<file path="src/rtl/fir_mac_engine.sv">
// Handshaked N-tap FIR engine: delay line, coefficient RAM and a two-stage multiply/accumulate.
// Define MAC_SAT_EN to clamp out_data on overflow; by default the result wraps.
module fir_mac_engine #(
  parameter int unsigned DATA_W    = 16,
  parameter int unsigned ACC_W     = 40,
  parameter int unsigned TAPS      = 8,
  parameter int unsigned OUT_SHIFT = 15
) (
  input  logic                      clk,
  input  logic                      reset,
  input  logic                      in_valid,
  output logic                      in_ready,
  input  logic [DATA_W-1:0]         in_data,
  input  logic [$clog2(TAPS+1)-1:0] ntaps,
  input  logic                      coef_we,
  input  logic [$clog2(TAPS)-1:0]   coef_addr,
  input  logic [DATA_W-1:0]         coef_data,
  output logic                      busy,
  output logic                      out_valid,
  input  logic                      out_ready,
  output logic [DATA_W-1:0]         out_data,
  output logic                      out_ovf
);

  localparam int unsigned NW = $clog2(TAPS + 1);
  localparam int unsigned AW = $clog2(TAPS);
  localparam int unsigned PW = 2 * DATA_W;

  typedef enum logic [1:0] {StIdle, StMac, StDrain, StOut} state_e;

  state_e                   state_q, state_d;
  logic signed [DATA_W-1:0] x_q [TAPS];
  logic signed [DATA_W-1:0] c_q [TAPS];
  logic signed [ACC_W-1:0]  acc_q, acc_d;
  logic signed [PW-1:0]     p_q, p_d;
  logic [NW-1:0]            i_q, i_d;
  logic [NW-1:0]            n_q, n_d;
  logic                     accept;
  logic                     coef_wr;
  logic [AW-1:0]            idx;

  assign idx = i_q[AW-1:0];

  always_ff @(posedge clk or posedge reset) begin
    if (reset) begin
      state_q <= StIdle;
    end else begin
      state_q <= state_d;
    end
  end

  always_comb begin
    state_d = state_q;
    acc_d   = acc_q;
    p_d     = p_q;
    i_d     = i_q;
    n_d     = n_q;
    accept  = 1'b0;
    coef_wr = 1'b0;
    unique case (state_q)
      StIdle: begin
        coef_wr = coef_we && (32'(coef_addr) < TAPS);
        if (in_valid) begin
          accept  = 1'b1;
          n_d     = (ntaps == '0 || 32'(ntaps) > TAPS) ? NW'(TAPS) : ntaps;
          acc_d   = '0;
          p_d     = '0;
          i_d     = '0;
          state_d = StMac;
        end
      end
      StMac: begin
        // Product of tap i lands in p_q and is accumulated one edge later.
        p_d   = PW'(x_q[idx]) * PW'(c_q[idx]);
        acc_d = acc_q + ACC_W'(p_q);
        i_d   = i_q + NW'(1);
        if (i_q == n_q - NW'(1)) begin
          state_d = StDrain;
        end
      end
      StDrain: begin
        acc_d   = acc_q + ACC_W'(p_q);
        state_d = StOut;
      end
      StOut: begin
        if (out_ready) begin
          state_d = StIdle;
        end
      end
      default: state_d = StIdle;
    endcase
  end

  always_ff @(posedge clk or posedge reset) begin
    if (reset) begin
      acc_q <= '0;
      p_q   <= '0;
      i_q   <= '0;
      n_q   <= '0;
      for (int k = 0; k < TAPS; k++) begin
        x_q[k] <= '0;
        c_q[k] <= '0;
      end
    end else begin
      acc_q <= acc_d;
      p_q   <= p_d;
      i_q   <= i_d;
      n_q   <= n_d;
      if (accept) begin
        x_q[0] <= in_data;
        for (int k = 1; k < TAPS; k++) begin
          x_q[k] <= x_q[k-1];
        end
      end
      if (coef_wr) begin
        c_q[coef_addr] <= coef_data;
      end
    end
  end

  logic signed [ACC_W-1:0]  y;
  logic [ACC_W-DATA_W:0]    y_hi;

  assign y        = acc_q >>> OUT_SHIFT;
  // Fits in DATA_W only when all bits from the output sign bit upward agree.
  assign y_hi     = y[ACC_W-1:DATA_W-1];
  assign out_ovf  = !((&y_hi) || !(|y_hi));

  assign in_ready  = (state_q == StIdle);
  assign busy      = !in_ready;
  assign out_valid = (state_q == StOut);

`ifdef MAC_SAT_EN
  always_comb begin
    if (!out_ovf) begin
      out_data = y[DATA_W-1:0];
    end else if (y[ACC_W-1]) begin
      out_data = {1'b1, {(DATA_W-1){1'b0}}};
    end else begin
      out_data = {1'b0, {(DATA_W-1){1'b1}}};
    end
  end
`else
  assign out_data = y[DATA_W-1:0];
`endif

endmodule

</file>
<file path="config.mk">
export PLATFORM = sky130hd
export DESIGN_NAME = fir_mac_engine
export DESIGN_NICKNAME = d
export VERILOG_FILES = /design/src/rtl/fir_mac_engine.sv
export SDC_FILE = /design/constraint.sdc
export NUM_CORES = 2
export LEC_CHECK = 0
export BUFFER_PORTS_ARGS = -buffer_cell sky130_fd_sc_hd__buf_2
export CAP_MARGIN = 20
export CELL_PAD_IN_SITES_DETAIL_PLACEMENT = 0
export CELL_PAD_IN_SITES_GLOBAL_PLACEMENT = 1
export CORE_UTILIZATION = 45
export CTS_CLUSTER_DIAMETER = 150
export DETAILED_ROUTE_END_ITERATION = 7
export PLACE_DENSITY_LB_ADDON = 0.12
export REMOVE_ABC_BUFFERS = 1
export SYNTH_ARGS = -nofsm -noshare
export SYNTH_HDL_FRONTEND = slang
export SYNTH_SLANG_ARGS = --single-unit
export TNS_END_PERCENT = 50
</file>
<file path="constraint.sdc">
create_clock -name clk -period 10.4 [get_ports clk]
set_clock_uncertainty 0.15 [all_clocks]
set_input_delay 1.04 -clock clk [delete_from_list [all_inputs] [get_ports clk]]
set_output_delay 1.04 -clock clk [all_outputs]
set_load 0.01 [all_outputs]
</file>
After elaboration in Yosys (flattened, before gate mapping)
Index checks and enable logic that the tools add are counted.
- input bits: 44
- word-level logic and storage cells: 78
- register bits: 338
- magnitude comparators: 4
- reductions and logical operators: 17
- eq/ne operators: 7
- multipliers: 1
- bitwise operators: 2
- add/sub/neg operators: 3
- mux-type cells: 23
- operators with widths (kind ; count):
    bitwise mux 128 bit ; 1
    binary-select mux 16 bit (select 3 bit) ; 2
    two-way mux 16 bit ; 5
    one-hot mux 40 bit (2 select lines) ; 1
    one-hot mux 32 bit (2 select lines) ; 1
    demux 16 bit (select 3 bit) ; 1
    adder 40 x 32 -> 40 bit ; 1
    two-way mux 40 bit ; 1
    multiplier 16 x 16 -> 32 bit ; 1
    two-way mux 32 bit ; 1
    AND reduction 10 bit ; 1
    OR reduction 10 bit ; 1
    greater-or-equal comparator 4 bit (second input constant) ; 2
    two-way mux 4 bit ; 2
    NOT 3 -> 4 bit ; 2
    one-hot mux 2 bit (4 select lines) ; 1
    one-hot mux 4 bit (2 select lines) ; 1
    two-way mux 2 bit ; 3
    AND reduction 2 bit ; 3
    adder 4 x 1 -> 4 bit (second input constant) ; 1
    equality test 2 bit (second input constant) ; 2
    equality test 4 bit ; 1
    > comparator 4 bit (second input constant) ; 1
    logical NOT 4 bit ; 1
    13 further kinds ; 20

Logic depth before layout (Yosys ltp)
- depth in word-level cells: 6
- depth in mapped cells: 30
- mapped depth without buffers: 27

Worst setup path after synthesis
Ideal clock, no wire load.
- path type: flip-flop to flip-flop
- start: register i_q[0]
- end: register p_q[30]
- path buffers: 3
- cell stages (with the launch flop): 29
- arrival: 7.782 ns
- setup slack: 2.335 ns
- path through: dfrtp_1 clkbuf_1 buf_1 clkbuf_1 mux4_2 mux2i_1 nor2_1 fa_1 inv_1 fa_1 fa_1 inv_1 fa_1 fa_1 inv_1 fa_1 inv_1 ha_1 a21o_1 a21o_1 a2111oi_0 o211a_1 nor3_1 a221o_1 nand3_1 nand3_1 a31oi_1 xnor2_1 o21ai_0
- cells in the longest elaborated chain, start to end: 6
- elaborated cells between the ends (all ways): 9
- those cells by class: mul (1); mux (7); bitwise (1)
- RTL lines (item ; RTL line ; source):
    start: declaration ; 36 ; logic [NW-1:0] i_q, i_d;
    start signal: assignment ; 107 ; i_q <= i_d;
    NOT 3 -> 4 bit (not written as such) (*) ; 74 ; p_d = PW'(x_q[idx]) * PW'(c_q[idx]);
    binary-select mux 16 bit (select 3 bit) ; 74 ;
    two-way mux 16 bit (not written as such) (2 in series) ; 74 ;
    multiplier 16 x 16 -> 32 bit (*) ; 74 ;
    one-hot mux 32 bit (2 select lines) (*) ; 60 ; unique case (state_q)
    end signal: assignment ; 106 ; p_q <= p_d;
    end: declaration ; 35 ; logic signed [PW-1:0] p_q, p_d;
Mark *: on every way between the ends. The rest lies on a longest branch, timed or not. The select of a mux whose other input is x is not followed.
A chain may end at the register's enable or synchronous reset.

Final worst setup path
Ends and elaborated chain as after synthesis.

==> impl_results.md <==
* Residual DRC count at 0
* Die X-Extent at ~240 um
* Combinational family with the most area after synthesis: adder cells
* Synthesized area per cell at approximately 11 um^2
* Nets at 2833
* Adder-Cell Fraction of Synth Area at 26.2%
* Largest net degree at the start of global routing at 101
* Hold Path Stages at 2
* Clk Latency, worst-skew pair at between 500 and 600 ps
* Vias in the first global route at 18300
* Met1 WL at approximately 29000 um
* Reg2reg path depth at 25
* Seq cells post-synth at between 300 and 400
* Post-synth top area share at between 30% and 40%
* Crit end category: flop
* Cell Count, Final, Fillers Out at roughly 3200
* Initial DRT Pass Iterations at 5
* Root buffer cell: clkbuf_16
* Post-Synth Simple-Gate Area at between 7 and 8%
* Syn Inst Count at 2344
* Remaining antenna violation count at 0
* Portion of netlist area occupied by mux cells at 18.5%
* Critical R2R Capture: p_q[30]$_DFFE_PP0P_
* Rows at between 80 and 90
* Tcrit/Tclk final at between 80% and 90%
* Total CTS buffers at 41
* YS warnings at 0
* Status: complete, no violations
* First-pass GRT wire length at approximately 100000 um
* Top layer reached by signal wires: met4
* Compound-Gate Fraction of Synth Area at 6.57%
* Gpl congestion at 0.877
* Final core utilization at approximately half
* Unrepaired setup endpoints after global routing: no
* Final WL at 61300 um
* R2r setup slk at 1760 ps
* CP Class: reg -> reg
* Min-delay src: p_q[11]$_DFFE_PP0P_
* Clk slew on worst S/H paths at ~50 ps
* Vias per cell at approximately 5.3
* Final count of hold timing violations at 0
* Final Max Slew Viols at 0
* DP Area at 27400 um^2
* Max-Slew Margin vs Limit at 27.1%
* CTS HTree Levels at 2
* Final HPWL DP at about 47000 um
* # hold bufs at CTS at 0
* Leading area contributor after synthesis: dfrtp_1
* Achievable Freq at about 120 MHz
* Placeable core region at around 58000 um^2
* Post-CTS Resized at 0
* Reg2Reg Launch Point: i_q[0]$_DFFE_PP0P_
* Hold path endpoint: p_q[11]$_DFFE_PP0P_
* Area of the die at around 59000 um^2
* Layout area overhead at 9.93%
* # setup viols final at 0
* Total GRT Usage at 21.6%
* Total clock sinks at approximately 340
* Initial core utilization at 45.5%
* Antenna violations before repair at 2
* Worst hold path type: reg -> reg
* Seq/Total Area, Yosys at between 30% and 40%
* Synth Area in XOR/XNOR at 2.37%
* Slew @ Worst Pin at 1060 ps
* Design Area, Final at between 20000 and 30000 um^2
* Share of layout cells above drive strength 1 at between 20% and 30%
* Crit path time final at roughly 8600 ps
* Placed cell count at 3120
* Chip height at between 200 and 250 um
* Critical Path Source Type: flop
* Max cap viols at 0
* Longest Clk Path Bufs at 3
* Initial DRC Count at between 600 and 700
* Total number of vias at ~17000
* Mapped cell area at between 20000 and 30000 um^2
* Post-CTS Repair Setup Buffers at 0
* CTS tree: done
* Area contributors post-synth: dfrtp_1, fa_1, mux2_2
* Metal3 WL at approximately 2200 um
* Synth unique cells at 70
* IO Count at 64
* Data required, critical path at between 10000 and 15000 ps
* GRT overflow at 0
* CP max FO at between 40 and 50
* Metal2 WL at approximately 29000 um
* Asr flop ratio synth at 100%
* Routed WL per cell at between 15 and 20 um
* Top FF cell, synth: dfrtp_1
* Port-buffer cells at 63
* Critical Path AT at between 8000 and 9000 ps
* Post-synth EDFFs at 0
-- Yosys cell counts, types with 16 or more instances --
| library cell | instances |
|---|---|
| dfrtp_1 | 338 |
| inv_1 | 334 |
| mux2_2 | 279 |
| fa_1 | 263 |
| nand2_1 | 220 |
| nor2_1 | 165 |
| ha_1 | 127 |
| o21ai_0 | 100 |
| clkbuf_1 | 67 |
| mux4_2 | 64 |
| a21oi_1 | 51 |
| xnor2_1 | 42 |
| a21o_1 | 31 |
| xor2_1 | 29 |
| mux2i_1 | 26 |
| nand2b_1 | 19 |
| buf_4 | 16 |
-- cell families (layout without fill, tap and decap cells) --
kind of cell,after synthesis,in the layout
xor gates and xnor gates,71,71
adders and majority gates,390,390
buffers and inverters,430,517
muxes,369,369
AOI/OAI and AO/OA,269,269
and+or+nand+nor,477,477
DFF,338,338
other,0,1
-- final cells by class --
class                           instances  area [um^2]
Antenna cell                            1         2.50
Clock buffer                           62         1200
Clock inverter                         13          149
Fill cell                            5210        28800
Inverter                              334         1260
Multi-Input combinational cell       1576        16100
Sequential cell                       338         8460
Tap cell                              765          957
Timing Repair Buffer                  108          681
-- layer usage --
| metal | vias up | GRT usage (%) |
|---|---|---|
| li1 | 7865 | - |
| met1 | 8612 | 29.6 |
| met2 | 256 | 35.8 |
| met3 | 95 | 3.27 |
| met4 | 0 | 6.03 |
| met5 | - | 0 |
-- state kept, by name, indices dropped and copies added (netlist names) --
signal and cells:
acc_q 40, c_q 128, i_q 4, n_q 4, p_q 32, state_q 2, x_q 128
-- critical path, stage by stage, from the launching register on --
cell and delay (ps):
dfrtp_4 990, mux4_2 610, mux2i_1 840, nor2_1 120, fa_1 520, inv_1 50, fa_1 400, fa_1 550
inv_1 50, fa_1 440, fa_1 520, inv_1 50, fa_1 480, inv_1 40, ha_1 350, a21o_1 200
a21o_1 200, a2111oi_0 460, o211a_1 250, nor3_1 90, a221o_1 390, nand3_1 110, nand3_1 90, a31oi_1 210
xnor2_1 130, o21ai_0 80
-- worst max-delay path by stage --
stage,start,to
floorplan,reset,acc_q[0]$_DFFE_PP0P_
detailed placement,i_q[0]$_DFFE_PP0P_,p_q[30]$_DFFE_PP0P_
finish,i_q[0]$_DFFE_PP0P_,p_q[30]$_DFFE_PP0P_
global route,i_q[0]$_DFFE_PP0P_,p_q[30]$_DFFE_PP0P_
global placement,i_q[1]$_DFFE_PP0P_,p_q[30]$_DFFE_PP0P_
CTS,i_q[0]$_DFFE_PP0P_,p_q[30]$_DFFE_PP0P_
-- per-stage QoR --
step	TNS, ps	hold WS (ps)	setup WS [ps]
finish	0	333	1760
global route	0	367	1270
CTS	0	345	1670
detailed placement	0	332	1750
global placement	0	322	1880
floorplan	-52930	303	-157
-- layout by cell type, fill, tap and decap left out, types with 9 or more instances in the layout --
master	Yosys	routed
mux4_2	64	64
nand2b_1	19	19
xnor2_1	42	42
nor2_1	165	165
nor3_1	15	13
o21ai_0	100	100
nand4_1	9	9
clkbuf_16	0	42
clkbuf_1	67	13
o21bai_1	10	10
fa_1	263	263
a21o_1	31	31
dfrtp_1	338	335
buf_4	16	42
nand2_1	220	219
inv_1	334	333
mux2_2	279	279
ha_1	127	127
xor2_1	29	29
buf_2	1	63
a21oi_1	51	51
mux2i_1	26	26
nand3_1	12	12
Power is left out: the tool's default activity adds up to more than one toggle a clock period on the data nets, which glitch-free logic cannot reach.
